**src/rtl/image_scaler_if.sv**
```systemverilog
// Pixel stream interface: valid/ready input and output channels of the image scaler.
interface image_scaler_if #(parameter int PIX_W = 8);
  logic             in_valid;
  logic             in_ready;
  logic [PIX_W-1:0] in_pixel;
  logic             out_valid;
  logic             out_ready;
  logic [PIX_W-1:0] out_pixel;

  modport master (output in_valid, in_pixel, out_ready, input in_ready, out_valid, out_pixel);
  modport slave  (input in_valid, in_pixel, out_ready, output in_ready, out_valid, out_pixel);
endinterface

```
**src/rtl/image_scaler.sv**
```systemverilog
// Raster image scaler: bypass, zoom-in by replication, zoom-out by decimation or FxF block average.
// Zoom-in buffers one row and replays it F times; streaming modes use a single output register.
module image_scaler #(
  parameter int IMG_W     = 4,
  parameter int IMG_H     = 4,
  parameter int PIX_W     = 8,
  parameter int MAX_SCALE = 8
) (
  input  logic          clk,
  input  logic          reset,
  input  logic          start,
  input  logic [1:0]    mode,
  input  logic [1:0]    scale,
  image_scaler_if.slave bus,
  output logic          busy,
  output logic          done,
  output logic          err
);
  localparam int CW = $clog2(IMG_W);
  localparam int RW = $clog2(IMG_H);
  localparam int SW = $clog2(MAX_SCALE);
  localparam int AW = PIX_W + 2*SW;

  typedef enum logic [2:0] {IDLE, LOAD, EMIT, STREAM, FIN} state_t;
  state_t r_state, w_next;

  logic [1:0]       r_mode, r_scale;
  logic [CW-1:0]    r_col, r_ecol;
  logic [RW-1:0]    r_row;
  logic [2:0]       r_prep, r_rrep;
  logic             r_out_valid, r_err, r_last_in;
  logic [PIX_W-1:0] r_out_pixel;
  logic [PIX_W-1:0] r_line [IMG_W];
  logic [AW-1:0]    r_acc [IMG_W];

  logic             w_in_ready, w_in_acc, w_out_acc, w_reject;
  logic [3:0]       w_req_f;
  logic [2:0]       w_fm1;
  logic [CW-1:0]    w_cmask, w_col_nx, w_blk;
  logic [RW-1:0]    w_rmask;
  logic             w_col_last, w_row_last, w_blk_end, w_emit_last, w_s_emit;
  logic [AW-1:0]    w_sum, w_avg;
  logic [PIX_W-1:0] w_s_pix;

  assign w_req_f  = 4'd1 << scale;
  assign w_reject = (int'(w_req_f) > MAX_SCALE) ||
                    (mode[1] && (int'(w_req_f) > IMG_W || int'(w_req_f) > IMG_H));

  assign w_fm1      = 3'((4'd1 << r_scale) - 4'd1);
  assign w_cmask    = CW'((32'd1 << r_scale) - 32'd1);
  assign w_rmask    = RW'((32'd1 << r_scale) - 32'd1);
  assign w_in_acc   = bus.in_valid && w_in_ready;
  assign w_out_acc  = r_out_valid && bus.out_ready;
  assign w_col_last = (r_col == CW'(IMG_W-1));
  assign w_row_last = (r_row == RW'(IMG_H-1));
  assign w_col_nx   = w_col_last ? '0 : r_col + 1'b1;
  assign w_blk      = r_col >> r_scale;
  assign w_blk_end  = ((r_col & w_cmask) == w_cmask) && ((r_row & w_rmask) == w_rmask);
  assign w_sum      = r_acc[w_blk] + AW'(bus.in_pixel);
  assign w_avg      = w_sum >> {r_scale, 1'b0};
  assign w_emit_last = (r_prep == w_fm1) && (r_ecol == CW'(IMG_W-1)) && (r_rrep == w_fm1);

  assign bus.in_ready  = w_in_ready;
  assign bus.out_valid = r_out_valid;
  assign bus.out_pixel = r_out_pixel;
  assign err           = r_err;

  always_comb begin
    w_s_emit = 1'b1;
    w_s_pix  = bus.in_pixel;
    case (r_mode)
      2'b10: w_s_emit = ((r_col & w_cmask) == '0) && ((r_row & w_rmask) == '0);
      2'b11: begin
        w_s_emit = w_blk_end;
        w_s_pix  = w_avg[PIX_W-1:0];
      end
      default: ;
    endcase
  end

  always_ff @(posedge clk or posedge reset) begin
    if (reset) r_state <= IDLE;
    else       r_state <= w_next;
  end

  always_comb begin
    w_next     = r_state;
    w_in_ready = 1'b0;
    busy       = (r_state != IDLE);
    done       = 1'b0;
    case (r_state)
      IDLE:   if (start && !w_reject) w_next = (mode == 2'b01) ? LOAD : STREAM;
      LOAD: begin
        w_in_ready = 1'b1;
        if (w_in_acc && w_col_last) w_next = EMIT;
      end
      EMIT:   if (w_out_acc && w_emit_last) w_next = w_row_last ? FIN : LOAD;
      STREAM: begin
        // Stop accepting once the frame's last pixel is in, even if upstream keeps pushing.
        w_in_ready = (!r_out_valid || bus.out_ready) && !r_last_in;
        if (r_last_in && !r_out_valid) w_next = FIN;
      end
      FIN: begin
        done   = 1'b1;
        w_next = IDLE;
      end
      default: w_next = IDLE;
    endcase
  end

  always_ff @(posedge clk) begin
    if (r_state == LOAD && w_in_acc) r_line[r_col] <= bus.in_pixel;
  end

  always_ff @(posedge clk or posedge reset) begin
    if (reset) begin
      r_mode <= '0; r_scale <= '0; r_col <= '0; r_row <= '0; r_ecol <= '0;
      r_prep <= '0; r_rrep <= '0; r_out_valid <= 1'b0; r_out_pixel <= '0;
      r_err <= 1'b0; r_last_in <= 1'b0;
      for (int i = 0; i < IMG_W; i++) r_acc[i] <= '0;
    end else begin
      r_err <= (r_state == IDLE) && start && w_reject;
      case (r_state)
        IDLE: if (start && !w_reject) begin
          r_mode <= mode; r_scale <= scale; r_col <= '0; r_row <= '0;
          r_ecol <= '0; r_prep <= '0; r_rrep <= '0; r_last_in <= 1'b0;
          for (int i = 0; i < IMG_W; i++) r_acc[i] <= '0;
        end
        LOAD: if (w_in_acc) begin
          r_col <= w_col_nx;
          if (w_col_last) begin
            r_out_valid <= 1'b1;
            r_out_pixel <= r_line[0];
            r_ecol <= '0; r_prep <= '0; r_rrep <= '0;
          end
        end
        EMIT: if (w_out_acc) begin
          if (r_prep != w_fm1) begin
            r_prep <= r_prep + 1'b1;
          end else begin
            r_prep <= '0;
            if (r_ecol != CW'(IMG_W-1)) begin
              r_ecol      <= r_ecol + 1'b1;
              r_out_pixel <= r_line[r_ecol + 1'b1];
            end else begin
              r_ecol      <= '0;
              r_out_pixel <= r_line[0];
              if (r_rrep != w_fm1) begin
                r_rrep <= r_rrep + 1'b1;
              end else begin
                r_rrep      <= '0;
                r_out_valid <= 1'b0;
                r_row       <= w_row_last ? '0 : r_row + 1'b1;
              end
            end
          end
        end
        STREAM: begin
          if (w_out_acc) r_out_valid <= 1'b0;
          if (w_in_acc) begin
            r_col <= w_col_nx;
            if (w_col_last) r_row <= w_row_last ? '0 : r_row + 1'b1;
            if (w_col_last && w_row_last) r_last_in <= 1'b1;
            if (r_mode == 2'b11) r_acc[w_blk] <= w_blk_end ? '0 : w_sum;
            if (w_s_emit) begin
              r_out_valid <= 1'b1;
              r_out_pixel <= w_s_pix;
            end
          end
        end
        default: ;
      endcase
    end
  end
endmodule
```
**src/flat_wrapper.sv**
```systemverilog
// flat-port wrapper written by rule: the top's interface ports become plain ports
module image_scaler_flat 
#(
  parameter int IMG_W     = 4,
  parameter int IMG_H     = 4,
  parameter int PIX_W     = 8,
  parameter int MAX_SCALE = 8
)
  (clk, reset, start, mode, scale, busy, done, err, bus_in_valid, bus_in_pixel, bus_out_ready, bus_in_ready, bus_out_valid, bus_out_pixel);
  image_scaler_if #(.PIX_W(PIX_W)) bus_i ();
  input  logic clk;
  input  logic reset;
  input  logic start;
  input  logic [1:0] mode;
  input  logic [1:0] scale;
  output logic busy;
  output logic done;
  output logic err;
  input wire logic [$bits(bus_i.in_valid)-1:0] bus_in_valid;
  input wire logic [$bits(bus_i.in_pixel)-1:0] bus_in_pixel;
  input wire logic [$bits(bus_i.out_ready)-1:0] bus_out_ready;
  output wire logic [$bits(bus_i.in_ready)-1:0] bus_in_ready;
  output wire logic [$bits(bus_i.out_valid)-1:0] bus_out_valid;
  output wire logic [$bits(bus_i.out_pixel)-1:0] bus_out_pixel;
  assign bus_i.in_valid = bus_in_valid;
  assign bus_i.in_pixel = bus_in_pixel;
  assign bus_i.out_ready = bus_out_ready;
  assign bus_in_ready = bus_i.in_ready;
  assign bus_out_valid = bus_i.out_valid;
  assign bus_out_pixel = bus_i.out_pixel;
  image_scaler #(.IMG_W(IMG_W), .IMG_H(IMG_H), .PIX_W(PIX_W), .MAX_SCALE(MAX_SCALE)) u_core (.clk(clk), .reset(reset), .start(start), .mode(mode), .scale(scale), .bus(bus_i), .busy(busy), .done(done), .err(err));
endmodule
```
**config.mk**
```make
export PLATFORM = sky130hd
export DESIGN_NAME = image_scaler_flat
export DESIGN_NICKNAME = d
export VERILOG_FILES = /design/src/rtl/image_scaler_if.sv /design/src/rtl/image_scaler.sv /design/src/flat_wrapper.sv
export SDC_FILE = /design/constraint.sdc
export NUM_CORES = 1
export LEC_CHECK = 0
export CAP_MARGIN = 20
export CORE_UTILIZATION = 44
export DETAILED_ROUTE_END_ITERATION = 7
export PLACE_DENSITY = 0.66
export SLEW_MARGIN = 20
export SYNTH_ARGS = -nofsm -noshare
export SYNTH_HDL_FRONTEND = slang
export SYNTH_SLANG_ARGS = --single-unit
```
**constraint.sdc**
```tcl
create_clock -name clk -period 4.3 [get_ports clk]
set_clock_uncertainty 0.2 [all_clocks]
set_input_delay 1.075 -clock clk [delete_from_list [all_inputs] [get_ports clk]]
set_output_delay 1.075 -clock clk [all_outputs]
set_load 0.005 [all_outputs]
```
==> flow_metrics.py <==
metrics = {
    "yosys": {
        "avgSynthCellArea_um2": 10.5,
        "postSynth.topFlopCell": "dfrtp_1",
        "ys_ff_latch": 118,
        "synth_cell_types": 77,
        "synth_warnings": 0,
        "async_reset_ff_share_pct": 72.9,
        "synth_area_um2": 6370,
        "yosysSeqAreaShare_pct": 48.9,
        "syn_nets": 644,
        "netlist_instances": 608,
        "synth_edf_count": 32,
    },
    "clocking": {
        "cts_setup_buffers": 0,
        "cts_tree": "done",
        "ctsHtreeMaxLevel": 4,
        "ctsResizeCount": 0,
        "cts.sinks": 118,
        "clock_latency_ps": 420,
        "clkTransAtPathRegs_ps": 50,
        "holdBufCountCts": 0,
        "cts_made_buffers": 17,
        "clock_path_buffers": 2,
        "root_buffer": "clkbuf_16",
    },
    "die": {
        "placementRows": 43,
        "start_util_pct": 45.5,
        "dieArea_um2": 15000,
        "io-pin-count": 30,
        "fp.coreArea_um2": 14000,
        "die_x_um": 122,
        "die_h_um": 122,
    },
    "power_and_ir_drop": {
        "seq_power_share_pct": 24.9,
        "p_total_mw": 6.29,
        "swShare_pct": 39.0,
        "ir_drop_v": 0.000358,
        "pwr-share-comb_pct": 48.8,
        "p_int_mw": 3.84,
        "leakagePower_nw": 3.24,
        "p_sw_mw": 2.45,
        "pwr-share-clk_pct": 26.3,
        "p_per_area_nw_per_um2": 820,
    },
    "timing": {
        "period_share_pct": 93.8,
        "slew_headroom_pct": 50.2,
        "fmax_mhz": 248,
        "drv_slew": 0,
        "period_needed_ps": 4030,
        "hold_viol_final": 0,
        "final-setup-viol-count": 0,
        "worstMarginPinSlew_ps": 740,
        "rsz0062_at_grt": "no",
        "tns_ps": 0,
    },
    "worst_setup_path": {
        "rr_startpoint": "u_core.r_col[1]",
        "critPathKind": "register to register",
        "crit_fanout": 13,
        "rr_worst_depth": 11,
        "crit_family": "compound AO/OA/AOI/OAI gates",
        "startpoint_type": "register",
        "cp.arrival_ps": 4120,
        "end_kind": "register",
        "max_stage_delay_ps": 500,
        "crit_chain": "or3b_1, a21o_1, o22ai_1, a21oi_1, ha_1, a221oi_1, nor2_1, xor2_1, mux4_2, a2111oi_0, nor2_1",
        "crit_buf_inv": 0,
        "worstSetupStartpoint": "u_core.r_col[1]",
        "cp_common_cell": "nor2_1",
        "cp.depth": 11,
        "cp.required_ps": 4390,
        "slowest_stage": "mux4_2",
    },
    "run": {
        "max-cap-violations": 0,
    },
    "min_path": {
        "worstHoldPathType": "register to register",
        "hold_depth": 1,
        "min-delay-start": "u_core.r_acc[14]",
    },
    "detailed_routing": {
        "firstDrtPassIters": 5,
        "vias": 5054,
        "vias_per_cell": 5.96,
        "drt-total-wl_mm": 16.4,
        "wl_per_cell_um": 19.3,
        "drt-initial-drc-count": 560,
        "drcViolationCount": 0,
        "detail-route-antenna-nets": 0,
    },
    "placement": {
        "gp_congestion": 0.891,
        "io_buffers": 29,
        "dp_hpwl_mm": 11.6,
    },
    "layout": {
        "ff_latch_area_um2": 3110,
        "filler_cell_count": 1222,
        "diodes": 0,
        "fin_nets": 691,
        "syn2layout_area_growth_pct": 20.4,
        "drive_above_1_share_pct": 12.7,
        "multi_input_area_um2": 3060,
    },
    "grt": {
        "antenna_found_initial": 0,
        "grt_use_total_pct": 23.2,
        "overflow": 0,
        "grt_pass1_wl_mm": 26.2,
        "grt_pass1_vias": 4938,
        "grt_max_degree": 35,
    },
    "outcome": {
        "status": "complete, no violations",
    },
}
## worst reg2reg max path, delay by kind of cell, from the launching register on
kind            cells  cell delay, ps
mux                 1             500
simple gates        3             650
compound gates      5            1540
xor+xnor            1             210
fa+ha+maj           1             360
flops               1             450
## power by group through the flow
stage / clock, mW / sequential [mW] / combinational [mW]
floorplan: 0 / 1.52 / 2.14
global placement: 0 / 1.57 / 2.97
detailed placement: 0 / 1.58 / 3.02
CTS: 1.68 / 1.56 / 3.04
global route: 1.73 / 1.59 / 3.35
finish: 1.65 / 1.57 / 3.07
## per-stage QoR
step	setup slack, ps	utilization [%]	std cells	hold WS [ps]	cell area (um2)
6_report	266	54.8	848	282	7670
5_1_grt	66.4	54.8	848	294	7670
4_1_cts	305	54.8	848	287	7670
3_5_place_dp	149	49.9	816	271	6980
3_3_place_gp	237	49.9	816	264	6980
2_1_floorplan	575	-	608	247	6370
## routing by layer
metal / up-vias / routed length [um] / global-route usage [%]
met5: - / 0 / 0
met1: 2490 / 7560 / 31.7
li1: 2366 / - / -
met4: 0 / 281 / 9.15
met3: 25 / 842 / 4.93
met2: 173 / 7700 / 35.8
## Yosys cell counts (14+ instances only)
cell type / n / area, um2
dfrtp_1: 86 / 2150
nand2_1: 50 / 188
and2_1: 38 / 238
o21ai_0: 34 / 170
a21oi_1: 32 / 160
edfxtp_1: 32 / 961
nor2_1: 32 / 120
a22o_1: 25 / 219
clkbuf_1: 20 / 75.1
mux2i_1: 20 / 200
ha_1: 18 / 225
inv_1: 18 / 67.6
nand3_1: 14 / 70.1
## area by class of cell
| class | instances | share of cell area (%) |
|---|---|---|
| Timing Repair Buffer | 58 | 6.62 |
| Clock buffer | 24 | 6.56 |
| Inverter | 18 | 0.897 |
| Tap cell | 180 | 2.94 |
| Multi-Input combinational cell | 442 | 39.9 |
| Sequential cell | 118 | 40.6 |
| Clock inverter | 8 | 2.48 |
## state kept, by name, indices dropped and copies added (netlist names)
register,flops
u_core.bus.out_pixel,8
u_core.bus.out_valid,1
u_core.err,1
u_core.r_acc,56
u_core.r_col,2
u_core.r_ecol,2
u_core.r_last_in,1
u_core.r_line,32
u_core.r_mode,2
u_core.r_prep,3
u_core.r_row,2
u_core.r_rrep,3
u_core.r_scale,2
u_core.r_state,3
## placed cells by master (no fill, tap or decap), types with 8 or more instances in the layout
cell / netlist / routed
a22o_1: 25 / 25
o22ai_1: 10 / 10
a21o_1: 10 / 10
a21oi_1: 32 / 32
inv_1: 18 / 17
mux2i_1: 20 / 20
xnor2_1: 8 / 8
nand3_1: 14 / 14
nor3_1: 10 / 10
and2_1: 38 / 38
clkbuf_16: 0 / 18
clkdlybuf4s50_1: 0 / 29
buf_4: 0 / 29
nand2_1: 50 / 50
ha_1: 18 / 18
mux2_2: 10 / 10
dfrtp_1: 86 / 86
edfxtp_1: 32 / 32
nor2b_1: 9 / 9
o21ai_0: 34 / 34
nor2_1: 32 / 32
## cell families after synthesis
| group | count (synthesis) | share of synthesized area [%] |
|---|---|---|
| buffers and inverters | 48 | 3.04 |
| AND/OR/NAND/NOR | 189 | 15.4 |
| XOR/XNOR | 14 | 1.93 |
| flip-flops | 118 | 48.9 |
| adder cells (fa/ha/maj) | 19 | 3.85 |
| multiplexers | 34 | 6.33 |
| AO/OA/AOI/OAI | 186 | 20.6 |
## final timing paths
path                                            to  slack, ps
hold reg to reg                   u_core.r_acc[14]        280
setup / recovery           u_core.bus.out_pixel[1]        270
max in group asynchronous         u_core.r_ecol[1]       2380
min in group asynchronous         u_core.r_acc[55]        760
hold / removal                    u_core.r_acc[14]        280
setup reg to reg           u_core.bus.out_pixel[1]        270
Note: power is estimated with default switching activity, not from simulation.
